--- src/rtl/e32_arb_pkg.sv ---
// Shared types for the E32 memory port arbiter.
// Imported by arb_pick and mem_port_arbiter.
package e32_arb_pkg;

    typedef enum logic [1:0] {
        ARB_IDLE,
        ARB_ADDR,
        ARB_WAIT,
        ARB_RESP
    } arb_state_t;

    typedef enum logic {
        REQ_IF,
        REQ_LS
    } arb_req_t;

    localparam int ARB_LAT_W = 4;

endpackage

--- src/rtl/mem_port_arbiter_pick.sv ---
// Winner select between IF and LS requesters.
// ARB_ROUND_ROBIN_EN: ties go to the side not last granted; else LS wins ties.
import e32_arb_pkg::*;

module arb_pick (
    input  logic i_if_req,
    input  logic i_ls_req,
    input  logic i_last,
    output logic o_win
);

    arb_req_t w_win;

`ifdef ARB_ROUND_ROBIN_EN
    always_comb begin
        w_win = REQ_IF;
        if (i_if_req && i_ls_req)
            w_win = (arb_req_t'(i_last) == REQ_LS) ? REQ_IF : REQ_LS;
        else if (i_ls_req)
            w_win = REQ_LS;
    end
`else
    logic w_unused_last;
    assign w_unused_last = i_last;

    always_comb begin
        w_win = i_ls_req ? REQ_LS : REQ_IF;
    end
`endif

    assign o_win = w_win;

endmodule

--- src/rtl/mem_port_arbiter.sv ---
// Shares one fixed-latency memory port between instruction fetch and load/store.
// ARB_ROUND_ROBIN_EN (in arb_pick) selects round-robin instead of LS-priority ties.
import e32_arb_pkg::*;

module mem_port_arbiter #(
    parameter int ADDR_W      = 32,
    parameter int DATA_W      = 32,
    parameter int MEM_LATENCY = 1
) (
    input  logic              clk,
    input  logic              reset,
    input  logic              enable,
    input  logic              if_req,
    input  logic [ADDR_W-1:0] if_addr,
    output logic              if_gnt,
    output logic              if_rvalid,
    output logic [DATA_W-1:0] if_rdata,
    input  logic              ls_req,
    input  logic              ls_we,
    input  logic [ADDR_W-1:0] ls_addr,
    input  logic [DATA_W-1:0] ls_wdata,
    output logic              ls_gnt,
    output logic              ls_rvalid,
    output logic [DATA_W-1:0] ls_rdata,
    output logic [ADDR_W-1:0] mem_addr,
    output logic [DATA_W-1:0] mem_data_o,
    output logic              mem_write,
    input  logic [DATA_W-1:0] mem_data_i,
    output logic              busy
);

    localparam logic [ARB_LAT_W-1:0] LAT_LOAD = ARB_LAT_W'(MEM_LATENCY - 1);

    arb_state_t            r_state;
    arb_req_t              r_win;
    arb_req_t              r_last;
    logic                  r_we;
    logic [ARB_LAT_W-1:0]  r_cnt;
    logic                  r_if_gnt;
    logic                  r_ls_gnt;
    logic                  r_if_rvalid;
    logic                  r_ls_rvalid;
    logic [DATA_W-1:0]     r_if_rdata;
    logic [DATA_W-1:0]     r_ls_rdata;
    logic [ADDR_W-1:0]     r_mem_addr;
    logic [DATA_W-1:0]     r_mem_data_o;
    logic                  r_mem_write;

    logic     w_win_raw;
    arb_req_t w_win;
    logic     w_go;

    arb_pick u_pick (
        .i_if_req (if_req),
        .i_ls_req (ls_req),
        .i_last   (r_last),
        .o_win    (w_win_raw)
    );

    assign w_win = arb_req_t'(w_win_raw);
    assign w_go  = enable && (if_req || ls_req);

    always_ff @(posedge clk or negedge reset) begin
        if (!reset) begin
            r_state      <= ARB_IDLE;
            r_win        <= REQ_LS;
            r_last       <= REQ_LS;
            r_we         <= 1'b0;
            r_cnt        <= '0;
            r_if_gnt     <= 1'b0;
            r_ls_gnt     <= 1'b0;
            r_if_rvalid  <= 1'b0;
            r_ls_rvalid  <= 1'b0;
            r_if_rdata   <= '0;
            r_ls_rdata   <= '0;
            r_mem_addr   <= '0;
            r_mem_data_o <= '0;
            r_mem_write  <= 1'b0;
        end else begin
            r_if_gnt     <= 1'b0;
            r_ls_gnt     <= 1'b0;
            r_if_rvalid  <= 1'b0;
            r_ls_rvalid  <= 1'b0;
            r_mem_write  <= 1'b0;
            r_mem_data_o <= '0;
            unique case (r_state)
                ARB_IDLE, ARB_RESP: begin
                    if (w_go) begin
                        r_state <= ARB_ADDR;
                        r_win   <= w_win;
                        r_last  <= w_win;
                        if (w_win == REQ_LS) begin
                            r_ls_gnt     <= 1'b1;
                            r_mem_addr   <= ls_addr;
                            r_we         <= ls_we;
                            r_mem_write  <= ls_we;
                            r_mem_data_o <= ls_we ? ls_wdata : '0;
                        end else begin
                            r_if_gnt   <= 1'b1;
                            r_mem_addr <= if_addr;
                            r_we       <= 1'b0;
                        end
                    end else begin
                        r_state    <= ARB_IDLE;
                        r_mem_addr <= '0;
                    end
                end
                ARB_ADDR: begin
                    r_cnt <= LAT_LOAD;
                    if (r_we) begin
                        r_state    <= ARB_IDLE;
                        r_mem_addr <= '0;
                    end else begin
                        r_state <= ARB_WAIT;
                    end
                end
                ARB_WAIT: begin
                    // last wait cycle is the one where mem_data_i is valid
                    if (r_cnt == '0) begin
                        r_state    <= ARB_RESP;
                        r_mem_addr <= '0;
                        if (r_win == REQ_LS) begin
                            r_ls_rvalid <= 1'b1;
                            r_ls_rdata  <= mem_data_i;
                        end else begin
                            r_if_rvalid <= 1'b1;
                            r_if_rdata  <= mem_data_i;
                        end
                    end else begin
                        r_cnt <= r_cnt - 1'b1;
                    end
                end
                default: r_state <= ARB_IDLE;
            endcase
        end
    end

    assign if_gnt     = r_if_gnt;
    assign ls_gnt     = r_ls_gnt;
    assign if_rvalid  = r_if_rvalid;
    assign ls_rvalid  = r_ls_rvalid;
    assign if_rdata   = r_if_rdata;
    assign ls_rdata   = r_ls_rdata;
    assign mem_addr   = r_mem_addr;
    assign mem_data_o = r_mem_data_o;
    assign mem_write  = r_mem_write;
    assign busy       = (r_state != ARB_IDLE);

endmodule
--- config.mk ---
export PLATFORM = sky130hd
export DESIGN_NAME = mem_port_arbiter
export DESIGN_NICKNAME = d
export VERILOG_FILES = /design/src/rtl/e32_arb_pkg.sv /design/src/rtl/mem_port_arbiter_pick.sv /design/src/rtl/mem_port_arbiter.sv
export SDC_FILE = /design/constraint.sdc
export NUM_CORES = 1
export LEC_CHECK = 0
export ABC_AREA = 1
export BUFFER_PORTS_ARGS = -buffer_cell sky130_fd_sc_hd__buf_2
export CAP_MARGIN = 20
export CORE_MARGIN = 5
export CORE_UTILIZATION = 43
export CTS_BUF_LIST = sky130_fd_sc_hd__clkbuf_16
export DETAILED_ROUTE_END_ITERATION = 12
export PLACE_DENSITY = 0.78
export SLEW_MARGIN = 20
export SYNTH_ARGS = -nofsm -noshare
export SYNTH_HDL_FRONTEND = slang
export SYNTH_SLANG_ARGS = --single-unit
--- constraint.sdc ---
create_clock -name clk -period 1.4 [get_ports clk]
set_input_delay 0 -clock clk [delete_from_list [all_inputs] [get_ports clk]]
set_output_delay 0 -clock clk [all_outputs]
set_load 0.01 [all_outputs]
Yosys cells after proc, flatten, opt, wreduce, memory -nomap -nowiden
Cells that the tools add are included.
{ "word_totals": {"regBits": 141, "in_bits": 134, "out_inout_bits": 134, "wordCells": 64} }
{ "op_classes": {"add_sub_neg": 1, "eq_ne": 6, "n_mux": 31, "bitwise": 1, "reduce_logical": 12} }
{ "ops": {"columns": ["cell", "n"], "rows": [
  ["$mux W32", 8],
  ["$pmux W32 S3", 1],
  ["$mux W1", 17],
  ["$pmux W4 S2", 1],
  ["$ne A2 B2 Y1 const B", 3],
  ["$pmux W2 S3", 1],
  ["$reduce_and A2 Y1", 3],
  ["$reduce_and A3 Y1", 2],
  ["$eq A2 B2 Y1 const B", 2],
  ["$logic_not A4 Y1", 1],
  ["$mux W2", 2],
  ["$mux W4", 1],
  ["$reduce_bool A2 Y1", 2],
  ["$sub A4 B1 Y4 const B", 1],
  ["$eq A2 B1 Y1 const B", 1],
  ["$logic_not A2 Y1", 1],
  ["$reduce_or A2 Y1", 1],
  ["$logic_and A1 B1 Y1", 1],
  ["$logic_or A1 B1 Y1", 1],
  ["$not A1 Y1", 1]
]} }

Longest topological paths before layout
Gate-level depths: netlist (run 1).
{ "depth": {"depth_word": 4, "depth_mapped": 9, "ltp_nobuf": 7} }

Modules after synthesis
Synthesis (run 1) repeated with hierarchy kept, for this count alone.
{ "hier_totals": {"cells_unflattened": 655, "hier_area_um2": 5878.1} }
{ "modules_own_cells": {"columns": ["mod", "instances", "cells_each", "area_each_um2", "seq_area_each_um2"], "rows": [
  ["mem_port_arbiter", 1, 654, 5870.6, 3529.6],
  ["arb_pick", 1, 1, 7.5, 0.0]
]} }

Worst setup path before layout (run 1)
OpenSTA, ideal clock, no wires.
{ "synth_timing": {"kind": "register to register", "start": "register r_state[0]", "end": "register r_we", "setup_ns": 0.121, "t_arrival_ns": 1.309, "required_ns": 1.279, "slack_ns": -0.029, "stages_incl_launch_ff": 9, "path_buffers": 1, "synth_period_minus_slack_ns": 1.429, "cell_sequence": "dfrtp_1 -> inv_1 -> ha_1 -> clkinv_1 -> nand3_1 -> inv_1 -> nand2_2 -> buf_2 -> nand2_1"} }
{ "synth_between": {"elab_chain_len": 3, "elab_cells_between_ends": 4, "classes_between": "eq/ne: 1; reduce/logical: 3"} }
{ "synth_lines": {"columns": ["element", "line_no", "rtl"], "rows": [
  ["start: declaration", "mem_port_arbiter.sv:34", "arb_state_t r_state;"],
  ["start signal: assignment", "mem_port_arbiter.sv:65", "r_state <= ARB_IDLE;"],
  ["start signal: assignment", "mem_port_arbiter.sv:89", "r_state <= ARB_ADDR;"],
  ["start signal: assignment", "mem_port_arbiter.sv:104", "r_state <= ARB_IDLE;"],
  ["$eq A2 B2 Y1 or $logic_not A2 Y1 (tied branches)", null, null],
  ["$reduce_or A2 Y1 (*)", "mem_port_arbiter.sv:86", "unique case (r_state)"],
  ["$reduce_and A2 Y1 (no line) (*)", null, null],
  ["end signal: assignment", "mem_port_arbiter.sv:95", "r_we <= ls_we;"],
  ["end: declaration", "mem_port_arbiter.sv:37", "logic r_we;"]
]} }
Mark *: on every way between the ends. The rest lies on a longest branch, timed or not.
A chain may end at the register's enable or synchronous reset.

Final worst setup path (run 1)
{ "layout_timing": {"start": "register r_state[1]", "end": "register r_mem_data_o[13] (netlist: mem_data_o[13])"} }
{ "layout_between": {"elab_chain_len": 3, "elab_cells_between_ends": 4, "classes_between": "eq/ne: 1; mux: 1; reduce/logical: 2"} }
{ "layout_lines": {"columns": ["element", "line_no", "rtl"], "rows": [
  ["$eq A2 B2 Y1 or $logic_not A2 Y1 (tied branches)", null, null],
  ["$reduce_or A2 Y1 (*)", "mem_port_arbiter.sv:86", null],
  ["$mux W32 (*)", "mem_port_arbiter.sv:86", null],
  ["end signal: assignment", "mem_port_arbiter.sv:97", "r_mem_data_o <= ls_we ? ls_wdata : '0;"],
  ["end: declaration", "mem_port_arbiter.sv:46", "logic [DATA_W-1:0] r_mem_data_o;"]
]} }
Marked as above.

==> flow_summary.ini, run 1 <==
[yosys]
synthArstFlopShare_pct = 100
ys_top_cells_by_area = dfrtp_1 (58%), nand2_1 (8.5%), inv_1 (6.7%)
synth-seq-cells = 141
synth_edf_count = 0
synth_top_area_cell = dfrtp_1
seq_area_frac_synth_pct = 58.1
yosys_warnings = 0
synth_top_area_share_pct = 57.7
yosysMostFrequentCell = dfrtp_1
synth_cells = 654
synth_area_sq_um = 6070
synth-main-ff-cell = dfrtp_1
syn-num-nets = 793
synth.distinct_cells = 25
synth_top_cells_by_count = dfrtp_1 (140), nand2_1 (138), inv_1 (109)
syn_avg_cell_area_sq_um = 9.28

[critical_path]
worstPathArrival_ns = 1.79
worstPathRequired_ns = 1.72
critPathKind = flip-flop to flip-flop
cp_max_fo = 12
end_kind = flip-flop
start_kind = flip-flop
r2r_slack_ns = -0.07

[clock_tree]
cts_tree = yes
clk_pin_slew_ns = 0.06
clock_sinks = 141
h-tree-depth = 4
clock_path_buffers = 2
numCtsBuffers = 17
worstSkewPairLatency_ns = 0.41
root_buffer = clkbuf_16

[floorplan]
rows = 43
core_sq_um = 13900
die_area_sq_um = 16600
io_pins = 268
die-width_microns = 129
die_h_microns = 129
start_util_pct = 43.7

[global_routing]
grt_max_degree = 54
globalRouteMet2Util_pct = 43.8
met1_usage_pct = 30.6
grt_pass1_wl_mm = 32.9
grt_usage_pct = 25.3
antenna_found_initial = 0
grt_pass1_vias = 6427
overflow = 0
top_usage_layer = met2
use_met3_pct = 6.48

[outcome]
status = finished with violations
violations = negative setup slack

[power_and_ir_drop]
power_frac_clock_pct = 20.9
switching_power_mw = 7.49
p_seq_share_pct = 33.6
irDropWorstVdd_mv = 0.957
powerDensity_nw_per_um2 = 1900
combPwrFrac_pct = 45.5
swShare_pct = 38.4
p_leak_nw = 5.61
finalPower_mw = 19.5
internal_power_mw = 12.0

[timing]
slew-limit-headroom_pct = 70.6
hold_viol_final = 0
setup_viol = 44
skew_ns = 0.00955
maxSlewViolCount = 0
period_minus_slack_ns = 1.47
period_share_pct = 105
worst_slew_pin_slew_ns = 0.441
setup_ws_ns = -0.0686
tns_ns = -0.937
rsz0062_at_grt = true
fmax_mhz = 681
whs_ns = 0.0410

[final_layout]
design_area_sq_um = 10300
fin_cells = 1271
multi_input_area_sq_um = 2160
n_antenna_cell = 0
final_nets = 1219
drive_above_1_share_pct = 41.5
utilization_pct = 73.9
fillers = 840
area_growth_syn_to_layout_pct = 68.9
regArea_sq_um = 3530

[place]
dpl_cell_area_sq_um = 7840
io_buffers = 267
dp_slack_ns = -0.120
dp_hpwl_mm = 12.6
dp.cells = 1105
place_congestion = 0.820

[route]
drt_iter0_drc = 504
via_per_inst = 5.03
vias = 6387
drc_errors = 0
ant_nets = 0
drtPass1Iterations = 5
wl_mm = 23.0
wire_per_inst_microns = 18.1

[run]
maxCapViolations = 0

[hold_path]
holdCritPathClass = primary input to flip-flop
-- per-layer routing --
layer / part of all wire (%) / routed length, microns
met5: 0 / 0
met4: 3.7 / 857
met3: 10 / 2380
met2: 50 / 11500
met1: 36 / 8230
-- critical path, stage by stage, from the launching register on --
cell and delay (ns):
dfrtp_1 0.38, inv_1 0.13, ha_4 0.23, clkinv_4 0.06
nand3_1 0.08, inv_2 0.09, nand2_4 0.10, buf_12 0.17
nor2_1 0.16
-- power groups by stage --
stage	clock [mW]	sequential, mW	combinational [mW]
3_3_place_gp	0	6.25	6.37
2_1_floorplan	0	6.84	3.08
3_5_place_dp	0	6.27	6.59
6_report	4.08	6.55	8.87
5_1_grt	4.32	6.68	9.53
4_1_cts	4.10	6.28	7.36
-- cell families after synthesis --
kind of cell | after synthesis | synth area share, %
and+or+nand+nor | 223 | 15.5
DFF | 141 | 58.1
AOI/OAI and AO/OA | 137 | 14.2
buffers and inverters | 148 | 11.2
adders and majority gates | 5 | 1.03
-- cells in the final DEF, fill, tap and decap left out, types with 4 or more instances in the layout --
master and count:
buf_12 12, buf_2 266, buf_4 19, buf_6 8, buf_8 7, clkbuf_16 24, clkinv_2 6, clkinv_4 4
dfrtp_1 140, dlygate4sd3_1 121, inv_1 106, inv_2 4, nand2_1 109, nand2_2 5, nand2_4 27, nand3_1 38
nor2_1 37, o21ai_0 37, o21ai_1 44, o21ai_2 52
-- registers in the layout, indices dropped and copies added (netlist names), 2 cells and up --
name,flops
r_state,2
mem_data_o,32
if_rdata,32
mem_addr,32
r_cnt,4
ls_rdata,32
-- worst paths after layout --
check / start / to / cells past startpoint
worst max-delay path: r_state[1]$_DFFE_PN0P_ / mem_data_o[13]$_DFF_PN0_ / 8
worst min-delay path: ls_addr[3] / mem_addr[3]$_DFFE_PN0P_ / 5
worst max register to register: r_state[1]$_DFFE_PN0P_ / mem_data_o[13]$_DFF_PN0_ / 8
worst min register to register: r_we$_DFFE_PN0P_ / r_we$_DFFE_PN0P_ / 2
max in group asynchronous: reset / mem_addr[26]$_DFFE_PN0P_ / 3
min in group asynchronous: reset / if_rdata[7]$_DFFE_PN0P_ / 2
-- final cells by class --
cell class              instances  share of cell area, %
clock buffers                  17                   4.15
flip-flops and latches        141                   34.4
repair buffers                443                   33.0
clock inverters                13                   1.03
multi-input cells             366                   21.1
inverters                     111                   4.14
well taps                     180                   2.20
-- repair_timing --
action | 4_1_cts | 5_1_grt
gates cloned | 3 | 10
setup buffers | 1 | 1
endpoints found under the setup margin | 120 | 121
hold buffers | 121 | 0
pin swaps | 2 | 3
resized for setup | 39 | 75
hold endpoints to repair | 268 | 0
No activity file was read; power rests on OpenSTA's default activity.
==> inputs of run 2 (changes only) <==
REMOVE_ABC_BUFFERS = 1   (was unset)
==> flow_summary.ini, run 2 (same netlist as run 1, synthesis figures left out) <==
[outcome]
status = finished with violations
violations = negative setup slack

[clock_tree]
clock_path_buffers = 2
numCtsBuffers = 17
worstSkewPairLatency_ns = 0.41
root_buffer = clkbuf_16
clock_sinks = 141
clk_pin_slew_ns = 0.06
cts_tree = yes
h-tree-depth = 4

[route]
wl_mm = 20.9
drtPass1Iterations = 5
drt_iter0_drc = 364
drc_errors = 0
ant_nets = 0
wire_per_inst_microns = 16.6
vias = 6128
via_per_inst = 4.86

[place]
dp_slack_ns = -0.0893
io_buffers = 267
dp_hpwl_mm = 11.6
place_congestion = 0.793

[floorplan]
start_util_pct = 43.7
die_h_microns = 129
core_sq_um = 13900
io_pins = 268
rows = 43
die-width_microns = 129
die_area_sq_um = 16600

[critical_path]
critPathLaunch = r_state[1]$_DFFE_PN0P_
worstPathRequired_ns = 1.68
critPathKind = flip-flop to flip-flop
worstPathArrival_ns = 1.71
start_kind = flip-flop
end_kind = flip-flop
worstReg2RegStart = r_state[1]$_DFFE_PN0P_
cp_max_fo = 8

[global_routing]
grt_max_degree = 67
overflow = 0
grt_pass1_vias = 6304
grt_pass1_wl_mm = 31.3
antenna_found_initial = 0
grt_usage_pct = 23.8

[final_layout]
area_growth_syn_to_layout_pct = 65.5
final_common_cell = buf_2
n_antenna_cell = 0
drive_above_1_share_pct = 40.4
fillers = 898
final_nets = 1207
most-common-layout-cells = buf_2 (266), dfrtp_1 (140), nand2_1 (134)

[timing]
period_minus_slack_ns = 1.43
period_share_pct = 102
fmax_mhz = 700
hold_viol_final = 0
maxSlewViolCount = 0
slew-limit-headroom_pct = 45.8
rsz0062_at_grt = true
worst_slew_pin_slew_ns = 0.811
tns_ns = -0.0477
setup_ws_ns = -0.0277
setup_viol = 2
skew_ns = 0.0113

[power_and_ir_drop]
irDropWorstVdd_mv = 0.747
swShare_pct = 36.3
combPwrFrac_pct = 41.4
switching_power_mw = 6.84
p_leak_nw = 5.49
power_frac_clock_pct = 25.2
powerDensity_nw_per_um2 = 1880
internal_power_mw = 12.0
p_seq_share_pct = 33.4

[hold_path]
holdCritPathClass = primary input to flip-flop
worst_hold_startpoint = ls_addr[18]

[run]
maxCapViolations = 0
## run 2: final cells by class
class / count / area, sq um / area share, %
flip-flops and latches: 141 / 3530 / 35.1
repair buffers: 431 / 3150 / 31.4
multi-input cells: 366 / 2100 / 20.9
clock buffers: 17 / 425 / 4.23
inverters: 111 / 422 / 4.19
well taps: 180 / 225 / 2.24
clock inverters: 15 / 194 / 1.93
## run 2: final timing paths
kind	to	slack, ns	depth (start not counted)
max	mem_addr[0]$_DFFE_PN0P_	-0.03	7
min	mem_addr[18]$_DFFE_PN0P_	0.03	5
max reg2reg	mem_addr[0]$_DFFE_PN0P_	-0.03	7
min reg2reg	r_we$_DFFE_PN0P_	0.47	2
max in group asynchronous	if_rvalid$_DFF_PN0_	0.67	3
min in group asynchronous	if_rdata[4]$_DFFE_PN0P_	0.08	2
## run 2: per-layer routing
layer	track usage (%)	wire length, microns	up-vias	part of all wire (%)
met3	7.85	1990	38	9.5
met2	41.5	10700	334	51
met5	0	0	-	0
met4	8.59	369	0	1.8
li1	-	-	2869	-
met1	27.5	7840	2887	38
## run 2: critical path, cell delays in order (launching register included)
cell       delay (ns)
dfrtp_1          0.39
buf_4            0.15
ha_4             0.18
nand2_4          0.13
nand2_8          0.10
clkbuf_16        0.17
nand2_1          0.07
o21ai_0          0.09
## run 2: metrics by stage
stage | area [sq um] | hold WS, ns | util [%] | total power [mW] | instances
after detailed placement | 7700 | -0.0634 | 55.4 | 12.6 | 1093
after global placement | 7700 | -0.0638 | 55.4 | 12.4 | 1093
after CTS | 9680 | 0.0114 | 69.7 | 17.9 | 1253
after floorplan | 5810 | -0.296 | - | 9.61 | 617
final | 10100 | 0.0309 | 72.4 | 18.8 | 1261
after global routing | 10100 | 0.0597 | 72.4 | 19.9 | 1261
## run 2: power groups by stage
stage | clock [mW] | sequential, mW | combinational (mW)
4_1_cts | 4.80 | 6.24 | 6.86
5_1_grt | 5.01 | 6.43 | 8.48
3_3_place_gp | 0 | 6.23 | 6.14
3_5_place_dp | 0 | 6.28 | 6.33
6_report | 4.75 | 6.29 | 7.80
2_1_floorplan | 0 | 6.84 | 2.77
## run 2: what timing repair did
item | CTS | global route
pin swaps | 1 | 6
endpoints found under the setup margin | 128 | 134
gates cloned | 2 | 7
hold endpoints to repair | 270 | 0
hold buffers | 125 | 0
gates resized for setup | 16 | 71
buffers inserted | 1 | 2
